`config.mk`:
```
export PLATFORM = sky130hd
export DESIGN_NAME = seven_seg_capture
export DESIGN_NICKNAME = d
export VERILOG_FILES = /design/src/rtl/seven_seg_capture.sv
export SDC_FILE = /design/constraint.sdc
export NUM_CORES = 1
export LEC_CHECK = 0
export ABC_CLOCK_PERIOD_IN_PS = 2600
export CAP_MARGIN = 5
export CORE_MARGIN = 2
export CORE_UTILIZATION = 56
export DETAILED_ROUTE_END_ITERATION = 10
export PLACE_DENSITY = 0.76
export SYNTH_ARGS = -nofsm -noshare
export SYNTH_HDL_FRONTEND = slang
export SYNTH_SLANG_ARGS = --single-unit
```
`constraint.sdc`:
```
create_clock -name clk -period 2.6 [get_ports clk]
set_input_delay 0.39 -clock clk [delete_from_list [all_inputs] [get_ports clk]]
set_output_delay 0.39 -clock clk [all_outputs]
set_load 0.02 [all_outputs]
```
`src/rtl/seven_seg_capture.sv`:
```
// Receive side of a two-digit multiplexed seven-segment bus: waits for each
// phase to settle, captures both digits, and commits a decoded frame.
module seven_seg_capture #(
  parameter int unsigned SETTLE  = 4,
  parameter int unsigned TIMEOUT = 2048,
  parameter int unsigned TBITS   = 12
) (
  input  logic        clk,
  input  logic        rst,
  input  logic [6:0]  segment,
  input  logic        digit_sel,
  output logic [13:0] both7seg_out,
  output logic [3:0]  hex_hi,
  output logic [3:0]  hex_lo,
  output logic [1:0]  blank,
  output logic [1:0]  code_err,
  output logic        frame_valid,
  output logic        scan_lost
);

  localparam logic [0:0] ST_SETTLING = 1'b0;
  localparam logic [0:0] ST_CAPTURED = 1'b1;

  localparam logic [3:0]       SETTLE_C  = 4'(SETTLE);
  localparam logic [TBITS-1:0] TIMEOUT_C = TBITS'(TIMEOUT);

  logic [7:0]       s_q, s_d;
  logic [3:0]       cnt_q, cnt_d;
  logic [0:0]       state_q, state_d;
  logic [6:0]       pend_hi_q, pend_hi_d;
  logic [6:0]       pend_lo_q, pend_lo_d;
  logic             got_hi_q, got_hi_d;
  logic             got_lo_q, got_lo_d;
  logic [TBITS-1:0] wd_q, wd_d;
  logic             scan_lost_q, scan_lost_d;
  logic [13:0]      word_q, word_d;
  logic [3:0]       hex_hi_q, hex_hi_d;
  logic [3:0]       hex_lo_q, hex_lo_d;
  logic [1:0]       blank_q, blank_d;
  logic [1:0]       code_err_q, code_err_d;
  logic             frame_valid_q, frame_valid_d;
  logic             capture;
  logic             commit;
  logic [5:0]       dec_hi, dec_lo;

  // Result packed as {code_err, blank, hex[3:0]}.
  function automatic logic [5:0] decode(input logic [6:0] pat);
    case (pat)
      7'h3F:   decode = {2'b00, 4'h0};
      7'h06:   decode = {2'b00, 4'h1};
      7'h5B:   decode = {2'b00, 4'h2};
      7'h4F:   decode = {2'b00, 4'h3};
      7'h66:   decode = {2'b00, 4'h4};
      7'h6D:   decode = {2'b00, 4'h5};
      7'h7D:   decode = {2'b00, 4'h6};
      7'h07:   decode = {2'b00, 4'h7};
      7'h7F:   decode = {2'b00, 4'h8};
      7'h6F:   decode = {2'b00, 4'h9};
      7'h77:   decode = {2'b00, 4'hA};
      7'h7C:   decode = {2'b00, 4'hB};
      7'h39:   decode = {2'b00, 4'hC};
      7'h5E:   decode = {2'b00, 4'hD};
      7'h79:   decode = {2'b00, 4'hE};
      7'h71:   decode = {2'b00, 4'hF};
      7'h00:   decode = {2'b01, 4'h0};
      default: decode = {2'b10, 4'h0};
    endcase
  endfunction

  always_comb begin
    s_d        = {digit_sel, segment};
    cnt_d      = cnt_q;
    state_d    = state_q;
    pend_hi_d  = pend_hi_q;
    pend_lo_d  = pend_lo_q;
    wd_d       = wd_q;
    word_d     = word_q;
    hex_hi_d   = hex_hi_q;
    hex_lo_d   = hex_lo_q;
    blank_d    = blank_q;
    code_err_d = code_err_q;
    dec_hi     = decode(pend_hi_q);
    dec_lo     = decode(pend_lo_q);

    // Comparing the incoming sample with S makes the counter describe S vs P
    // as they stand after this edge, so capture lands SETTLE-1 edges after
    // a new value first enters S.
    if (s_d != s_q) begin
      cnt_d   = 4'd1;
      state_d = ST_SETTLING;
    end else if (cnt_q != SETTLE_C) begin
      cnt_d = cnt_q + 4'd1;
    end

    capture = (state_d == ST_SETTLING) && (cnt_d == SETTLE_C);
    if (capture) begin
      state_d = ST_CAPTURED;
      if (s_d[7]) pend_hi_d = s_d[6:0];
      else        pend_lo_d = s_d[6:0];
    end

    // Commit reads the pre-edge pend values; a same-edge capture feeds the next frame.
    commit        = got_hi_q & got_lo_q;
    frame_valid_d = commit;
    got_hi_d      = (got_hi_q & ~commit) | (capture & s_d[7]);
    got_lo_d      = (got_lo_q & ~commit) | (capture & ~s_d[7]);
    if (commit) begin
      word_d     = {pend_hi_q, pend_lo_q};
      hex_hi_d   = dec_hi[3:0];
      hex_lo_d   = dec_lo[3:0];
      blank_d    = {dec_hi[4], dec_lo[4]};
      code_err_d = {dec_hi[5], dec_lo[5]};
    end

    if (s_d[7] != s_q[7])      wd_d = '0;
    else if (wd_q != TIMEOUT_C) wd_d = wd_q + 1'b1;
    scan_lost_d = (wd_d == TIMEOUT_C);
  end

  always_ff @(posedge clk) begin
    if (rst) begin
      s_q           <= '0;
      cnt_q         <= '0;
      state_q       <= ST_SETTLING;
      pend_hi_q     <= '0;
      pend_lo_q     <= '0;
      got_hi_q      <= 1'b0;
      got_lo_q      <= 1'b0;
      wd_q          <= '0;
      scan_lost_q   <= 1'b0;
      word_q        <= '0;
      hex_hi_q      <= '0;
      hex_lo_q      <= '0;
      blank_q       <= '0;
      code_err_q    <= '0;
      frame_valid_q <= 1'b0;
    end else begin
      s_q           <= s_d;
      cnt_q         <= cnt_d;
      state_q       <= state_d;
      pend_hi_q     <= pend_hi_d;
      pend_lo_q     <= pend_lo_d;
      got_hi_q      <= got_hi_d;
      got_lo_q      <= got_lo_d;
      wd_q          <= wd_d;
      scan_lost_q   <= scan_lost_d;
      word_q        <= word_d;
      hex_hi_q      <= hex_hi_d;
      hex_lo_q      <= hex_lo_d;
      blank_q       <= blank_d;
      code_err_q    <= code_err_d;
      frame_valid_q <= frame_valid_d;
    end
  end

  assign both7seg_out = word_q;
  assign hex_hi       = hex_hi_q;
  assign hex_lo       = hex_lo_q;
  assign blank        = blank_q;
  assign code_err     = code_err_q;
  assign frame_valid  = frame_valid_q;
  assign scan_lost    = scan_lost_q;

endmodule

```
==> flow_summary.json <==
{
  "status": "finished clean",
  "cp-start-kind": "flop",
  "clockBufferDepth": 2,
  "postRouteAntennaNets": 0,
  "die_area_um2": 6710,
  "synth_top_area_cell": "dfxtp_1",
  "antenna_found_initial": 0,
  "ys_seq_area_share_pct": 40.6,
  "syn-num-nets": 426,
  "final_cells": 517,
  "yosysWarnings": 0,
  "min_period_over_period_pct": 77.6,
  "cp-end-kind": "flop",
  "cts-resized-gates": 0,
  "tightest_slew_ns": 0.813,
  "worst_clock_skew_ns": 0.00728,
  "gp_congestion": 0.794,
  "final_max_slew_viol_count": 0,
  "syn_area_um2": 3400,
  "ctsHoldBuffers": 0,
  "power_mw": 2.04,
  "drt-initial-drc-count": 174,
  "grt_pass1_wl_um": 11800,
  "rows": 28,
  "final_nets": 451,
  "hpwl_um": 4770,
  "yosysUniqueCellTypes": 58,
  "root_buffer": "clkbuf_8",
  "dp_cells": 501,
  "route.vias.total": 2839,
  "synth_flop_cell": "dfxtp_1",
  "cp.arrival_ns": 2.25,
  "leakage_nw": 1.49,
  "critPathKind": "flop to flop",
  "final.setup.tns_ns": 0,
  "path_max_fanout": 16,
  "drive_above_1_share_pct": 5.88,
  "ys_ff_latch": 69,
  "syn2layout_area_growth_pct": 17.5,
  "synth-async-reset-ratio_pct": 0,
  "critPathRequiredTime_ns": 2.83,
  "synth_area_leaders": "dfxtp_1 41%, nand2_1 5.7%, nand2b_1 5.2%",
  "synth_edf_count": 0,
  "grt_util_all_layers_pct": 22.9,
  "slew_headroom_pct": 45.7,
  "core_um2": 5890,
  "cts.sinks": 69,
  "synth.most_common_cell": "dfxtp_1",
  "grt_pass1_vias": 2509,
  "clock_latency_ns": 0.35,
  "ir_drop_mv": 0.371,
  "port_buffers": 37,
  "finalCriticalPeriod_ns": 2.02,
  "p_per_area_nw_per_um2": 511,
  "yosysTopAreaCellShare_pct": 40.6,
  "drv_cap": 0,
  "synth_common_cells": "69 x dfxtp_1, 52 x nand2_1, 39 x nor2_1",
  "drc": 0,
  "die_w_um": 81.9,
  "wl_per_cell_um": 13.4,
  "clkTransAtPathRegs_ns": 0.07,
  "setup_viol": 0,
  "hold_viol": 0,
  "dr.pass1.iters": 4,
  "vias_per_cell": 5.49,
  "diodes": 0,
  "fmax_mhz": 496,
  "synthCells": 412,
  "cts_buffers": 9,
  "ioPinCount": 38,
  "grt_max_degree": 32,
  "min_path_type": "flop to flop",
  "grt_overflow": 0,
  "cts_setup_buffers": 0,
  "initial_core_util_pct": 57.8,
  "syn_area_per_cell_um2": 8.25,
  "wl_um": 6930,
  "cts_tree": "yes",
  "rsz0062_at_grt": "no",
  "fillers": 506,
  "fp.dieH_um": 81.9,
  "htree_levels": 3
}
==> cell type report <==
type / instances / area [µm²] / area share (%)
clock inverters: 5 / 60.1 / 1.50
clock buffers: 11 / 141 / 3.54
repair buffers: 42 / 408 / 10.2
multi-input cells: 298 / 1850 / 46.2
flip-flops and latches: 69 / 1380 / 34.6
well taps: 75 / 93.8 / 2.35
inverters: 17 / 63.8 / 1.60
==> through the flow <==
stage / hold slack [ns] / setup slack [ns] / util (%) / instance area (µm²)
final: 0.453 / 0.582 / 67.9 / 3990
after floorplan: 0.455 / 0.735 / - / 3400
after detailed placement: 0.447 / 0.503 / 64.4 / 3790
after CTS: 0.457 / 0.576 / 67.9 / 3990
after global placement: 0.443 / 0.619 / 64.4 / 3790
after global routing: 0.471 / 0.316 / 67.9 / 3990
==> sequential cells by signal, summed over array words and instances, names as in the netlist <==
| register | flops |
|---|---|
| blank | 2 |
| both7seg_out | 14 |
| cnt_q | 4 |
| code_err | 2 |
| frame_valid | 1 |
| got_hi_q | 1 |
| got_lo_q | 1 |
| hex_hi | 4 |
| hex_lo | 4 |
| pend_hi_q | 7 |
| pend_lo_q | 7 |
| s_q | 8 |
| scan_lost | 1 |
| state_q | 1 |
| wd_q | 12 |
==> critical path, cell delays in order, from the launching register on <==
cell	delay (ns)
dfxtp_1	0.63
nor4bb_1	0.55
a22oi_1	0.24
o41ai_1	0.11
a41oi_1	0.11
a32o_1	0.27
==> per-layer routing <==
| metal | wire [µm] | up-vias | global-route usage [%] |
|---|---|---|---|
| li1 | - | 1477 | - |
| met4 | 76 | 0 | 9.00 |
| met2 | 3370 | 46 | 36.1 |
| met1 | 3230 | 1308 | 29.9 |
| met5 | 0 | - | 0 |
| met3 | 252 | 8 | 5.93 |
==> power breakdown <==
| part | internal (mW) | switching, mW | total, mW |
|---|---|---|---|
| Clock | 0.471 | 0.408 | 0.879 |
| Sequential | 1.07 | 0.00891 | 1.07 |
| Combinational | 0.0413 | 0.0461 | 0.0874 |
| Total | 1.58 | 0.463 | 2.04 |
==> cells in the final DEF (no fill, tap or decap), drive strengths merged, types with 3 or more instances in the layout <==
cell type / n
dfxtp: 69
nand2: 52
nor2: 39
clkdlybuf4s50: 37
a21oi: 29
nand2b: 28
inv: 17
xnor2: 16
mux2i: 15
nand3: 13
clkbuf: 11
nor3: 10
nor2b: 7
and3: 7
xor2: 7
a211oi: 5
buf: 5
nor4: 5
o21ai: 5
or3: 4
a311oi: 4
ha: 4
nand4: 4
o211ai: 3
nand3b: 3
and3b: 3
clkinv: 3
==> path summary, 6_finish.rpt <==
| path | slack (ns) | cells past startpoint | start | end |
|---|---|---|---|---|
| max | 0.58 | 5 | pend_lo_q[4] | code_err[0] |
| max reg2reg | 0.58 | 5 | pend_lo_q[4] | code_err[0] |
| min | 0.45 | 2 | both7seg_out[1] | both7seg_out[1] |
| min reg2reg | 0.45 | 2 | both7seg_out[1] | both7seg_out[1] |
==> kinds of logic (layout without fill, tap and decap cells) <==
| group | after synthesis | count (layout) | synth area share, % |
|---|---|---|---|
| AO/OA/AOI/OAI | 71 | 71 | 14.0 |
| XOR/XNOR | 23 | 23 | 5.93 |
| adder cells (fa/ha/maj) | 4 | 4 | 1.47 |
| buffers and inverters | 45 | 75 | 5.08 |
| flip-flops | 69 | 69 | 40.6 |
| multiplexers | 15 | 15 | 4.42 |
| AND/OR/NAND/NOR | 185 | 185 | 28.5 |
Note: power is estimated with default switching activity, not from simulation.
